## config.mk

```make
export PLATFORM = sky130hd
export DESIGN_NAME = config_reg_ctrl
export DESIGN_NICKNAME = d
export VERILOG_FILES = /design/src/rtl/config_reg_ctrl.sv
export SDC_FILE = /design/constraint.sdc
export NUM_CORES = 1
export LEC_CHECK = 0
export CORE_MARGIN = 8
export CORE_UTILIZATION = 40
export DETAILED_ROUTE_END_ITERATION = 10
export GPL_TIMING_DRIVEN = 0
export PLACE_DENSITY_LB_ADDON = 0.05
export SLEW_MARGIN = 20
export SYNTH_ARGS = -nofsm -noshare
export SYNTH_HDL_FRONTEND = slang
export SYNTH_SLANG_ARGS = --single-unit
```

## constraint.sdc

```tcl
create_clock -name clk -period 2.2 [get_ports clk]
set_clock_uncertainty 0.15 [all_clocks]
set_input_delay 0.44 -clock clk [delete_from_list [all_inputs] [get_ports clk]]
set_output_delay 0.44 -clock clk [all_outputs]
set_load 0.02 [all_outputs]
```

## src/rtl/config_reg_ctrl.sv

```systemverilog
// Two-requester round-robin front end for the 8x16 config_reg file.
// Sequences read, write and atomic masked-write (read-modify-write) over config_reg pins.
module config_reg_ctrl #(
   parameter int ADDR_W = 3,
   parameter int DATA_W = 16
) (
   input  logic              clk,
   input  logic              reset,
   input  logic              req0_valid,
   output logic              req0_ready,
   input  logic [1:0]        req0_op,
   input  logic [ADDR_W-1:0] req0_addr,
   input  logic [DATA_W-1:0] req0_wdata,
   input  logic [DATA_W-1:0] req0_wmask,
   output logic              req0_rvalid,
   output logic [DATA_W-1:0] req0_rdata,
   output logic              req0_rerr,
   input  logic              req1_valid,
   output logic              req1_ready,
   input  logic [1:0]        req1_op,
   input  logic [ADDR_W-1:0] req1_addr,
   input  logic [DATA_W-1:0] req1_wdata,
   input  logic [DATA_W-1:0] req1_wmask,
   output logic              req1_rvalid,
   output logic [DATA_W-1:0] req1_rdata,
   output logic              req1_rerr,
   output logic              cfg_write,
   output logic [ADDR_W-1:0] cfg_address,
   output logic [DATA_W-1:0] cfg_data_in,
   input  logic [DATA_W-1:0] cfg_data_out,
   output logic              busy
);

   localparam logic [1:0] OP_WR  = 2'b01;
   localparam logic [1:0] OP_MWR = 2'b10;
   localparam logic [1:0] OP_RSV = 2'b11;

   typedef enum logic [2:0] {IDLE, ACCESS, CAPTURE, MODIFY, RESP} state_t;

   typedef struct packed {
      logic [1:0]        op;
      logic [ADDR_W-1:0] addr;
      logic [DATA_W-1:0] wdata;
      logic [DATA_W-1:0] wmask;
   } req_t;

   state_t      state, state_nx;
   req_t        req0, req1, req_q;
   logic        last_gnt, owner, phase;
   logic        gnt_any, gnt_sel, resp_ok;
   logic [DATA_W-1:0] rdata_q, merged;

   assign req0 = '{op: req0_op, addr: req0_addr, wdata: req0_wdata, wmask: req0_wmask};
   assign req1 = '{op: req1_op, addr: req1_addr, wdata: req1_wdata, wmask: req1_wmask};

   // Contention goes to whoever was not granted last; a lone requester always wins.
   assign gnt_any = (state == IDLE) && !reset && (req0_valid || req1_valid);
   assign gnt_sel = (req0_valid && req1_valid) ? ~last_gnt : req1_valid;

   assign merged      = (rdata_q & ~req_q.wmask) | (req_q.wdata & req_q.wmask);
   assign cfg_address = req_q.addr;
   assign busy        = (state != IDLE);
   assign resp_ok     = (state == RESP) && !reset;

   always_ff @(posedge clk) begin
      if (reset) begin
         state    <= IDLE;
         last_gnt <= 1'b1;
         owner    <= 1'b0;
         phase    <= 1'b0;
         req_q    <= '0;
         rdata_q  <= '0;
      end else begin
         state <= state_nx;
         if (gnt_any) begin
            last_gnt <= gnt_sel;
            owner    <= gnt_sel;
            phase    <= 1'b0;
            req_q    <= gnt_sel ? req1 : req0;
         end
         if (state == CAPTURE) begin
            rdata_q <= cfg_data_out;
            if (req_q.op == OP_MWR && !phase) phase <= 1'b1;
         end
      end
   end

   always_comb begin
      state_nx    = state;
      cfg_write   = 1'b0;
      cfg_data_in = '0;
      unique case (state)
         IDLE:    if (gnt_any) state_nx = ACCESS;
         ACCESS: begin
            state_nx = CAPTURE;
            if (req_q.op == OP_WR) begin
               cfg_write   = !reset;
               cfg_data_in = req_q.wdata;
            end
         end
         CAPTURE: state_nx = (req_q.op == OP_MWR && !phase) ? MODIFY : RESP;
         MODIFY: begin
            state_nx    = CAPTURE;
            cfg_write   = !reset;
            cfg_data_in = merged;
         end
         RESP:    state_nx = IDLE;
         default: state_nx = IDLE;
      endcase
   end

   assign req0_ready  = gnt_any && !gnt_sel;
   assign req1_ready  = gnt_any &&  gnt_sel;
   assign req0_rvalid = resp_ok && !owner;
   assign req1_rvalid = resp_ok &&  owner;
   assign req0_rdata  = req0_rvalid ? rdata_q : '0;
   assign req1_rdata  = req1_rvalid ? rdata_q : '0;
   assign req0_rerr   = req0_rvalid && (req_q.op == OP_RSV);
   assign req1_rerr   = req1_rvalid && (req_q.op == OP_RSV);

endmodule
```

**Yosys cells after proc, flatten, opt, wreduce, memory -nomap -nowiden**

Cells that the tools add are included.

- Output and inout bits: 59
- Logic and storage cells: 55
- Input port bits: 94
- Bits in registers: 59

- Equality and inequality tests: 8
- Muxes and demuxes: 14
- Reductions and logical operators: 19
- Bitwise gates (word level): 5

Operators with widths:

| cell | number |
|---|---|
| 2-to-1 mux 16 bit | 3 |
| 2-to-1 mux 37 bit | 1 |
| AND 16 bit | 2 |
| one-hot mux 16 bit (2 select lines) | 1 |
| NOT 16 bit | 1 |
| OR 16 bit | 1 |
| logical AND 1 bit | 11 |
| one-hot mux 3 bit (3 select lines) | 1 |
| == test 3 x 2 -> 1 bit (second input constant) | 2 |
| 2-to-1 mux 3 bit | 2 |
| 2-to-1 mux 1 bit | 5 |
| == test 2 bit (second input constant) | 2 |
| logical NOT 1 bit | 4 |
| == test 3 x 1 -> 1 bit (second input constant) | 1 |
| == test 3 bit (second input constant) | 1 |
| logical NOT 3 bit | 1 |
| nonzero test 3 bit | 1 |
| == test 2 x 1 -> 1 bit (second input constant) | 1 |
| inequality test 2 bit (second input constant) | 1 |
| one-hot mux 1 bit (2 select lines) | 1 |
| OR reduction 2 bit | 1 |
| logical OR 1 bit | 1 |
| NOT 1 bit | 1 |

**Longest topological paths before layout**

Gate-level depths: netlist of run 1.

- Word-level depth: 6
- Gate-level depth with buffers: 6
- Mapped depth without buffers: 3

**Least setup slack after synthesis of run 1**

No wires, ideal clock.

- Kind: input to output
- Start point: input reset
- End point: output req0_rdata[10]
- Stages: 5
- Buffers on the path: 2
- Setup slack: -0.108 ns
- Data required time: 1.610 ns
- Arrival: 1.718 ns
- Cell sequence: buf_2 nor4b_4 nor2b_1 buf_4 and2_1

- Cells in the longest elaborated chain, start to end: 4

RTL lines:

| what | RTL line | source |
|---|---|---|
| start: declaration | 8 | `input logic reset,` |
| logical NOT 1 bit | 63 | `assign resp_ok = (state == RESP) && !reset;` |
| logical AND 1 bit | 63 |  |
| logical AND 1 bit | 114 | `assign req0_rvalid = resp_ok && !owner;` |
| via req0_rvalid | 15 | `output logic req0_rvalid,` |
| 2-to-1 mux 16 bit | 116 | `assign req0_rdata = req0_rvalid ? rdata_q : '0;` |
| end: declaration | 16 | `output logic [DATA_W-1:0] req0_rdata,` |

The timed path passes the listed nets, and every way through them passes these cells.

**Worst setup path after layout of run 1**

- Start point: register state[0]
- End point: output req0_rdata[7]

- Cells in the longest elaborated chain, start to end: 4

RTL lines:

| what | RTL line | source |
|---|---|---|
| start: declaration | 47 | `state_t state, state_nx;` |
| start signal: assignment | 74 | `state <= state_nx;` |
| == test 3 bit | 63 |  |
| logical AND 1 bit | 63 |  |
| logical AND 1 bit | 114 |  |
| 2-to-1 mux 16 bit | 116 |  |

Every way passes these cells.

==> results of run 1 <==
-- flip-flops by register name (all words and copies together), names as in the netlist --
register and flops:
req_q 34, rdata_q 16, cfg_address 3, state 3, last_gnt 1, owner 1, phase 1
-- logic make-up (layout without fill, tap and decap cells) --
group | Yosys count | after routing | share of synthesized area [%]
DFF | 59 | 59 | 37.48
and+or+nand+nor | 210 | 210 | 35.17
AOI/OAI and AO/OA | 75 | 75 | 19.41
buffers and inverters | 41 | 230 | 7.940
-- critical path, stage by stage, from the launching register on --
cell	delay [ns]
sky130_fd_sc_hd__dfxtp_1	0.32
sky130_fd_sc_hd__buf_6	0.13
sky130_fd_sc_hd__nor4b_4	0.32
sky130_fd_sc_hd__nor2b_4	0.25
sky130_fd_sc_hd__buf_6	0.14
sky130_fd_sc_hd__and2_1	0.14
sky130_fd_sc_hd__buf_6	0.12
-- routing by layer --
| layer | GRT usage [%] | vias to the layer above | share of wire, % |
|---|---|---|---|
| li1 | - | 1781 | - |
| met3 | 6.818 | 20 | 8.5 |
| met2 | 37.74 | 150 | 48 |
| met4 | 8.970 | 0 | 1.9 |
| met1 | 25.98 | 1716 | 42 |
| met5 | 0 | - | 0 |
-- power groups by stage --
stage / sequential [mW] / combinational, mW / clock, mW
6_report: 1.29 / 0.692 / 1.14
5_1_grt: 1.29 / 0.738 / 1.20
4_1_cts: 1.27 / 0.661 / 1.14
3_5_place_dp: 1.29 / 0.596 / 0
3_3_place_gp: 1.29 / 0.586 / 0
2_1_floorplan: 1.25 / 0.328 / 0
-- final cells by class --
class,count,share of cell area (%)
Multi-Input combinational cell,285,35.84
Clock inverter,5,1.336
Clock buffer,11,2.695
Sequential cell,59,21.11
Tap cell,102,2.272
Buffer,39,5.902
Timing Repair Buffer,175,30.85
-- cells in the mapped netlist, types with 2 or more instances --
cell type / number / area, um2
sky130_fd_sc_hd__nand2_1: 88 / 330.3
sky130_fd_sc_hd__a221o_1: 27 / 270.3
sky130_fd_sc_hd__a31oi_1: 16 / 100.1
sky130_fd_sc_hd__nand3b_1: 16 / 120.1
sky130_fd_sc_hd__and2_1: 17 / 106.4
sky130_fd_sc_hd__clkbuf_1: 18 / 67.56
sky130_fd_sc_hd__and3_1: 19 / 118.9
sky130_fd_sc_hd__a221o_2: 11 / 123.9
sky130_fd_sc_hd__buf_4: 7 / 52.55
sky130_fd_sc_hd__nand3_1: 16 / 80.08
sky130_fd_sc_hd__nor2b_1: 2 / 12.51
sky130_fd_sc_hd__nor3_1: 38 / 190.2
sky130_fd_sc_hd__buf_6: 8 / 90.09
sky130_fd_sc_hd__buf_2: 8 / 40.04
sky130_fd_sc_hd__dfxtp_1: 59 / 1181
sky130_fd_sc_hd__nor2_1: 2 / 7.510
sky130_fd_sc_hd__a21oi_1: 17 / 85.08
-- repair_timing --
| action | 4_1_cts | 5_1_grt |
|---|---|---|
| gates resized for setup | 388 | 55 |
| gates cloned | 1 | 0 |
| buffers inserted | 16 | 8 |
| pin swaps | 11 | 17 |
| setup endpoints to repair | 56 | 55 |
-- final timing paths --
path | startpoint | endpoint | slack (ns) | depth (start not counted)
worst max-delay path | state[0] | req0_rdata[7] | -0.17 | 6
worst min-delay path | reset | state[2] | 0.31 | 2
worst max register to register | state[0] | req_q[25] | -0.09 | 9
worst min register to register | phase | phase | 0.32 | 1
-- stage by stage --
stage          TNS (ns)  std cells  utilization [%]
2_1_floorplan         0        385                -
3_3_place_gp     -36.51        638            62.48
3_5_place_dp     -38.52        638            62.48
4_1_cts          -5.153        669            69.79
5_1_grt          -10.03        676            73.08
6_report         -6.909        676            73.08
==> flow_metrics.tcl, run 1 <==
set metrics [dict create \
    drt-vias-per-instance 5.425 \
    grt_pass1_vias 3724 \
    min_period_ns 2.375 \
    ys_ff_latch 59 \
    clock_power_share_pct 36.6 \
    pins_over_slew_limit 0 \
    floorplan.initialDensity_pct 41.00 \
    multi_input_area_mm2 0.002013 \
    clock_latency_ns 0.35 \
    combinational_group_share_of_total_power_pct 22.2 \
    syn-mean-instance-area_um2 8.186 \
    place.detailed.hpwl_mm 9.460 \
    synth_enable_flop_cells 0 \
    grt_overflow 0 \
    finalSetupViolCount 64 \
    worst_setup_path_start_kind "flop" \
    cp_max_fo 10 \
    p_int_mw 2.256 \
    synthToLayoutAreaGrowth_pct 78.25 \
    clock_sink_count 59 \
    crit_required_ns 1.61 \
    cts.path.max_buffers 2 \
    dpl_worst_slack_ns -1.021 \
    firstDrtPassIters 5 \
    outcome "complete, but fails checks" \
    gp_routability_congestion 0.8435 \
    htree_num_levels 3 \
    antenna_found_initial 0 \
    critPathKind "flop to primary output" \
    postCtsHoldBufs 0 \
    filler_cell_count 619 \
    chipWidth_um 104.8 \
    fin_ws_ns -0.1750 \
    detail_route.iter0.violations 152 \
    design.core.area_mm2 0.007687 \
    finalHoldWorstSlack_ns 0.3091 \
    final_period_util_pct 108.0 \
    max-vdd-ir-drop_mv 0.3205 \
    dr_wl_cell_um 18.93 \
    netlist-cell-type-count 33 \
    worstHoldPathType "input pin to flop" \
    power-per-cell-area_mw_per_mm2 555.3 \
    endpoint_kind "primary output" \
    drcViolationCount 0 \
    tightestPinTransition_ns 0.4835 \
    final_common_cell "sky130_fd_sc_hd__clkdlybuf4s50_1" \
    antenna_violating_nets_post_route 0 \
    port_buffers 151 \
    pin_count_of_the_biggest_net_entering_global_routing 19 \
    ctsRootBufferMaster "sky130_fd_sc_hd__clkbuf_8" \
    dr_total_vias 3667 \
    leakage_nw 2.291 \
    routed_wirelength_mm 12.80 \
    final_cell_mix "sky130_fd_sc_hd__clkdlybuf4s50_1 (95), sky130_fd_sc_hd__nand2_1 (78), sky130_fd_sc_hd__buf_6 (60)" \
    max-cap-violations 0 \
    hold_violations 0 \
    power.total_mw 3.120 \
    synthesis.area_mm2 0.003152 \
    tritoncts.num_buffers 9 \
    synthesis.yosys.warnings 0 \
    diodes 0 \
    grt_first_pass_wirelength_mm 19.93 \
    cp_data_arrival_time_ns 1.78 \
    dpl-instance-area_mm2 0.004803 \
    yosysSeqAreaShare_pct 37.48 \
    clk_pin_slew_worst_paths_ns 0.07 \
    postSynth.asyncResetShare_pct 0 \
    num_rows 32 \
    timing.slew.headroom_pct 67.77 \
    grt_usage_pct 22.42 \
    synth_cells 385 \
    synthFlopType "sky130_fd_sc_hd__dfxtp_1" \
    power.share.sequential_pct 41.2 \
    clock_tree_from_tritoncts "done" \
    regArea_mm2 0.001186 \
    synth_fp_nets 479 \
    nNetsFinal 663 \
    design.portCount 153 \
    drive_above_1_share_pct 33.45 \
    unrepaired_setup_endpoints_after_global_routing "yes" \
    fin_area_mm2 0.005618 \
    die_y_um 104.8 \
    die_outline_area_mm2 0.01098 \
    fmax_mhz 421.1 \
    switching_share_pct 27.68 \
    violations "negative setup slack" \
    switchingPower_uw 863.6 \
]
Note: power is estimated with default switching activity, not from simulation.
==> run 2, diff against run 1 <==
--- a/config.mk
+++ b/config.mk
@@ -6,9 +6,10 @@
 export NUM_CORES = 1
 export LEC_CHECK = 0
 export CORE_MARGIN = 8
-export CORE_UTILIZATION = 40
+export CORE_UTILIZATION = 41
 export DETAILED_ROUTE_END_ITERATION = 10
 export GPL_TIMING_DRIVEN = 0
+export MAX_ROUTING_LAYER = met4
 export PLACE_DENSITY_LB_ADDON = 0.05
 export SLEW_MARGIN = 20
 export SYNTH_ARGS = -nofsm -noshare
==> flow_metrics.tcl, run 2 (same netlist as run 1, synthesis figures left out) <==
set metrics [dict create \
    violations "negative setup slack" \
    finalSetupViolCount 48 \
    final_cell_mix "sky130_fd_sc_hd__clkdlybuf4s50_1 (95), sky130_fd_sc_hd__nand2_1 (79), sky130_fd_sc_hd__buf_6 (57)" \
    largest_register_ff_count 34 \
    final_period_util_pct 108.7 \
    final.setup.tns_ns -6.247 \
    post-place-cells 638 \
    firstDrtPassIters 6 \
    grt_first_pass_wirelength_mm 20.36 \
    finalHoldWorstSlack_ns 0.3368 \
    floorplan.initialDensity_pct 41.65 \
    power-per-cell-area_mw_per_mm2 580.7 \
    worstHoldPathCells 2 \
    drcViolationCount 0 \
    design.core.area_mm2 0.007567 \
    nNetsFinal 664 \
    timing.slew.headroom_pct 64.72 \
    crit-reg2reg-launch "state[2]" \
    regToRegEndpoint "req_q[25]" \
    port_buffers 151 \
    antenna_found_initial 0 \
    clock_tree_from_tritoncts "done" \
    unrepaired_setup_endpoints_after_global_routing "yes" \
    antenna_violating_nets_post_route 0 \
    worstHoldPathType "input pin to flop" \
    pins_over_slew_limit 0 \
    chipWidth_um 103.7 \
    leakage_nw 2.306 \
    final_common_cell "sky130_fd_sc_hd__clkdlybuf4s50_1" \
    hold_violations 0 \
    drt-vias-per-instance 5.647 \
    clk_pin_slew_worst_paths_ns 0.07 \
    max-cap-violations 0 \
    max-vdd-ir-drop_mv 0.3528 \
    fin_ws_ns -0.1924 \
    cp_data_arrival_time_ns 1.80 \
    die_outline_area_mm2 0.01075 \
    drive_above_1_share_pct 34.78 \
    postCtsHoldBufs 0 \
    power.total_mw 3.288 \
    dr_total_vias 3823 \
    grt_overflow 0 \
    finalNonFillerCells 677 \
    min_from "reset" \
    dpl_worst_slack_ns -1.113 \
    diodes 0 \
    clock_sink_count 59 \
    layout_top_registers "req_q: 34 flops, rdata_q: 16 flops" \
    grt_usage_pct 23.89 \
    worst_setup_path_start_kind "flop" \
    gp_routability_congestion 0.8244 \
    htree_num_levels 3 \
    cts.path.max_buffers 2 \
    tightestPinTransition_ns 0.5292 \
    routed_wirelength_mm 13.49 \
    place.detailed.hpwl_mm 9.383 \
    detail_route.iter0.violations 257 \
    tritoncts.num_buffers 9 \
    clock_latency_ns 0.34 \
    min_period_ns 2.392 \
    ctsRootBufferMaster "sky130_fd_sc_hd__clkbuf_8" \
    design.portCount 153 \
    outcome "complete, but fails checks" \
    cp_max_fo 8 \
    min_delay_worst_endpoint "state[2]" \
    fmax_mhz 418.0 \
    synthToLayoutAreaGrowth_pct 79.63 \
    die_y_um 103.7 \
    num_rows 32 \
    worst-r2r-setup-slack_ns 0.09 \
    crit_required_ns 1.61 \
    pin_count_of_the_biggest_net_entering_global_routing 20 \
    grt_pass1_vias 3864 \
    largest_register "req_q" \
    critPathKind "flop to primary output" \
    r2r.worst_path.cells 10 \
    endpoint_kind "primary output" \
    dr_wl_cell_um 19.93 \
]
## run 2: worst max path at each step
stage	start	to	slack, ns
after floorplan	reset	req0_rdata[10]	0.01
after global placement	req0_valid	req0_ready	-1.07
after detailed placement	req0_valid	req0_ready	-1.11
after CTS	state[0]	req0_rdata[15]	-0.16
after global routing	state[2]	req0_rdata[10]	-0.22
final	state[0]	req0_rdata[10]	-0.19
## run 2: cell type report
type	instances	area [um2]
timing repair buffer	177	1759
buffer	38	315.3
clock inverter	4	95.09
tap	102	127.6
fill	517	1906
sequential	59	1191
multi-input combinational	285	2008
clock buffer	12	165.2
## run 2: power by group
group          switching, mW  total (mW)  leakage [nW]  internal [mW]
Sequential             0.119        1.29         0.488           1.17
Combinational          0.304       0.708          1.69          0.404
Clock                  0.447        1.29         0.133          0.844
Total                  0.870        3.29          2.31           2.42
## run 2: metal layers
metal	share of wire [%]	GRT usage, %	wire (um)	vias to the layer above
li1	-	-	-	1780
met1	42	27.87	5694	1820
met2	50	39.51	6717	200
met3	6.6	5.700	886	23
met4	1.4	7.963	193	0
met5	0	-	0	-
## run 2: repair_timing
item                                    in CTS  in global routing
resized for setup                          366                 80
setup buffers                               19                  4
cloned                                       2                  1
pin swaps                                   13                 12
endpoints found under the setup margin      57                 65
## run 2: metrics by stage
stage / utilization, % / area (um2)
after floorplan: - / 3164
after global placement: 63.48 / 4803
after detailed placement: 63.48 / 4803
after CTS: 70.83 / 5360
after global routing: 74.82 / 5662
final: 74.82 / 5662
## run 2: critical path, cell delays in order (launching register included)
cell and delay (ns):
sky130_fd_sc_hd__dfxtp_4 0.38, sky130_fd_sc_hd__nor4b_4 0.35, sky130_fd_sc_hd__nor2b_4 0.31, sky130_fd_sc_hd__buf_6 0.15, sky130_fd_sc_hd__and2_4 0.14, sky130_fd_sc_hd__buf_6 0.11
==> run 3, diff against run 2 <==
--- a/config.mk
+++ b/config.mk
@@ -6,8 +6,9 @@
 export NUM_CORES = 1
 export LEC_CHECK = 0
 export CORE_MARGIN = 8
-export CORE_UTILIZATION = 41
+export CORE_UTILIZATION = 50
 export DETAILED_ROUTE_END_ITERATION = 10
+export DONT_BUFFER_PORTS = 1
 export GPL_TIMING_DRIVEN = 0
 export MAX_ROUTING_LAYER = met4
 export PLACE_DENSITY_LB_ADDON = 0.05
==> flow_metrics.tcl, run 3 (same netlist as run 1, synthesis figures left out) <==
set metrics [dict create \
    outcome "complete, but fails checks" \
    violations "negative setup slack" \
    largest_register "req_q" \
    clock_sink_count 59 \
    final_common_cell "sky130_fd_sc_hd__nand2_1" \
    drive_above_1_share_pct 36.02 \
    max-cap-violations 0 \
    num_rows 29 \
    routed_wirelength_mm 11.31 \
    port_buffers 0 \
    die_y_um 95.40 \
    grt_overflow 0 \
    design.core.area_mm2 0.006205 \
    drt-vias-per-instance 6.232 \
    cp_cell_sequence "buf_8 > nor3b_4 > buf_6 > nand2_1 > a31oi_4" \
    cp_data_arrival_time_ns 1.71 \
    critPathKind "flop to primary output" \
    critical_path_buf_inv_count 2 \
    post-place-cells 462 \
    min_period_ns 2.299 \
    detail_route.iter0.violations 139 \
    critPathTopFamily "simple AND/OR/NAND/NOR gates" \
    cp_max_fo 10 \
    clock_tree_from_tritoncts "done" \
    power.total_mw 2.763 \
    cts.path.max_buffers 2 \
    fmax_mhz 435.0 \
    power-per-cell-area_mw_per_mm2 663.3 \
    pins_over_slew_limit 0 \
    finalSetupViolCount 48 \
    finalNonFillerCells 499 \
    leakage_nw 1.497 \
    finalHoldWorstSlack_ns 0.06899 \
    tightestPinTransition_ns 0.5279 \
    final_cell_mix "sky130_fd_sc_hd__nand2_1 (83), sky130_fd_sc_hd__dfxtp_1 (56), sky130_fd_sc_hd__nor3_1 (37)" \
    clock_latency_ns 0.35 \
    fin_ws_ns -0.09895 \
    die_outline_area_mm2 0.009100 \
    timing.slew.headroom_pct 64.81 \
    worstHoldPathType "input pin to flop" \
    fin_area_mm2 0.004165 \
    nNetsFinal 511 \
    floorplan.initialDensity_pct 50.80 \
    endpoint_kind "primary output" \
    hold_violations 0 \
    max-vdd-ir-drop_mv 0.4396 \
    grt_pass1_vias 3123 \
    drcViolationCount 0 \
    firstDrtPassIters 4 \
    chipWidth_um 95.40 \
    design.portCount 153 \
    grt_usage_pct 24.96 \
    grt_first_pass_wirelength_mm 16.75 \
    place.detailed.hpwl_mm 8.291 \
    unrepaired_setup_endpoints_after_global_routing "yes" \
    cp_slowest_stage_delay_ns 0.37 \
    ctsRootBufferMaster "sky130_fd_sc_hd__clkbuf_8" \
    diodes 0 \
    final_period_util_pct 104.5 \
    layout_top_registers "req_q: 34 flops, rdata_q: 16 flops" \
    clk_pin_slew_worst_paths_ns 0.07 \
    pin_count_of_the_biggest_net_entering_global_routing 12 \
    cp_slowest_cell "sky130_fd_sc_hd__dfxtp_4" \
    tritoncts.num_buffers 9 \
    antenna_found_initial 0 \
    htree_num_levels 3 \
    antenna_violating_nets_post_route 0 \
    dr_total_vias 3110 \
    dr_wl_cell_um 22.66 \
    worst_setup_path_start_kind "flop" \
    dpl_worst_slack_ns -0.3406 \
    largest_register_ff_count 34 \
    synthToLayoutAreaGrowth_pct 32.16 \
    gp_routability_congestion 0.8340 \
    postCtsHoldBufs 0 \
    dpl-instance-area_mm2 0.003261 \
    crit_required_ns 1.61 \
]
==> run 3: power by group <==
| part | internal [mW] | switching [mW] | leakage, nW |
|---|---|---|---|
| sequential | 1.17 | 0.114 | 0.487 |
| clock | 0.518 | 0.463 | 0.0950 |
| combinational | 0.232 | 0.267 | 0.915 |
| total | 1.92 | 0.844 | 1.50 |
==> run 3: per-layer routing <==
metal	vias to the layer above	GRT usage (%)	wire length, um
met5	-	-	0
met4	0	10.50	293
met1	1478	30.29	4924
met3	23	5.748	892
li1	1476	-	-
met2	133	38.95	5195
==> run 3: repair_timing <==
item                                    in CTS  in global routing
endpoints found under the setup margin      55                 53
resized for setup                          130                 17
setup buffers                               13                  8
pin swaps                                    6                  7
gates cloned                                 1                  2
==> run 3: layout make-up <==
cell class / instances / area (um2)
clock inverters: 7 / 68.82
fillers: 496 / 2039
plain buffers: 39 / 294.0
flip-flops and latches: 59 / 1187
well taps: 77 / 96.34
repair buffers: 23 / 234.0
clock buffers: 9 / 123.9
multi-input cells: 285 / 2161
==> run 3: per-stage QoR <==
| stage | setup TNS, ns | utilization (%) |
|---|---|---|
| detailed placement | -8.933 | 52.55 |
| global route | -4.918 | 67.13 |
| global placement | -8.046 | 52.55 |
| floorplan | 0 | - |
| CTS | -2.207 | 64.53 |
| finish | -2.423 | 67.13 |
==> run 3: worst paths after layout <==
check                           depth (start not counted)             from  slack, ns        endpoint
worst max register to register                          8         state[0]       0.10       req_q[24]
worst min register to register                          1            phase       0.34           phase
worst max-delay path                                    5         state[1]       -0.1  cfg_data_in[2]
worst min-delay path                                    2  cfg_data_out[1]       0.07      rdata_q[1]
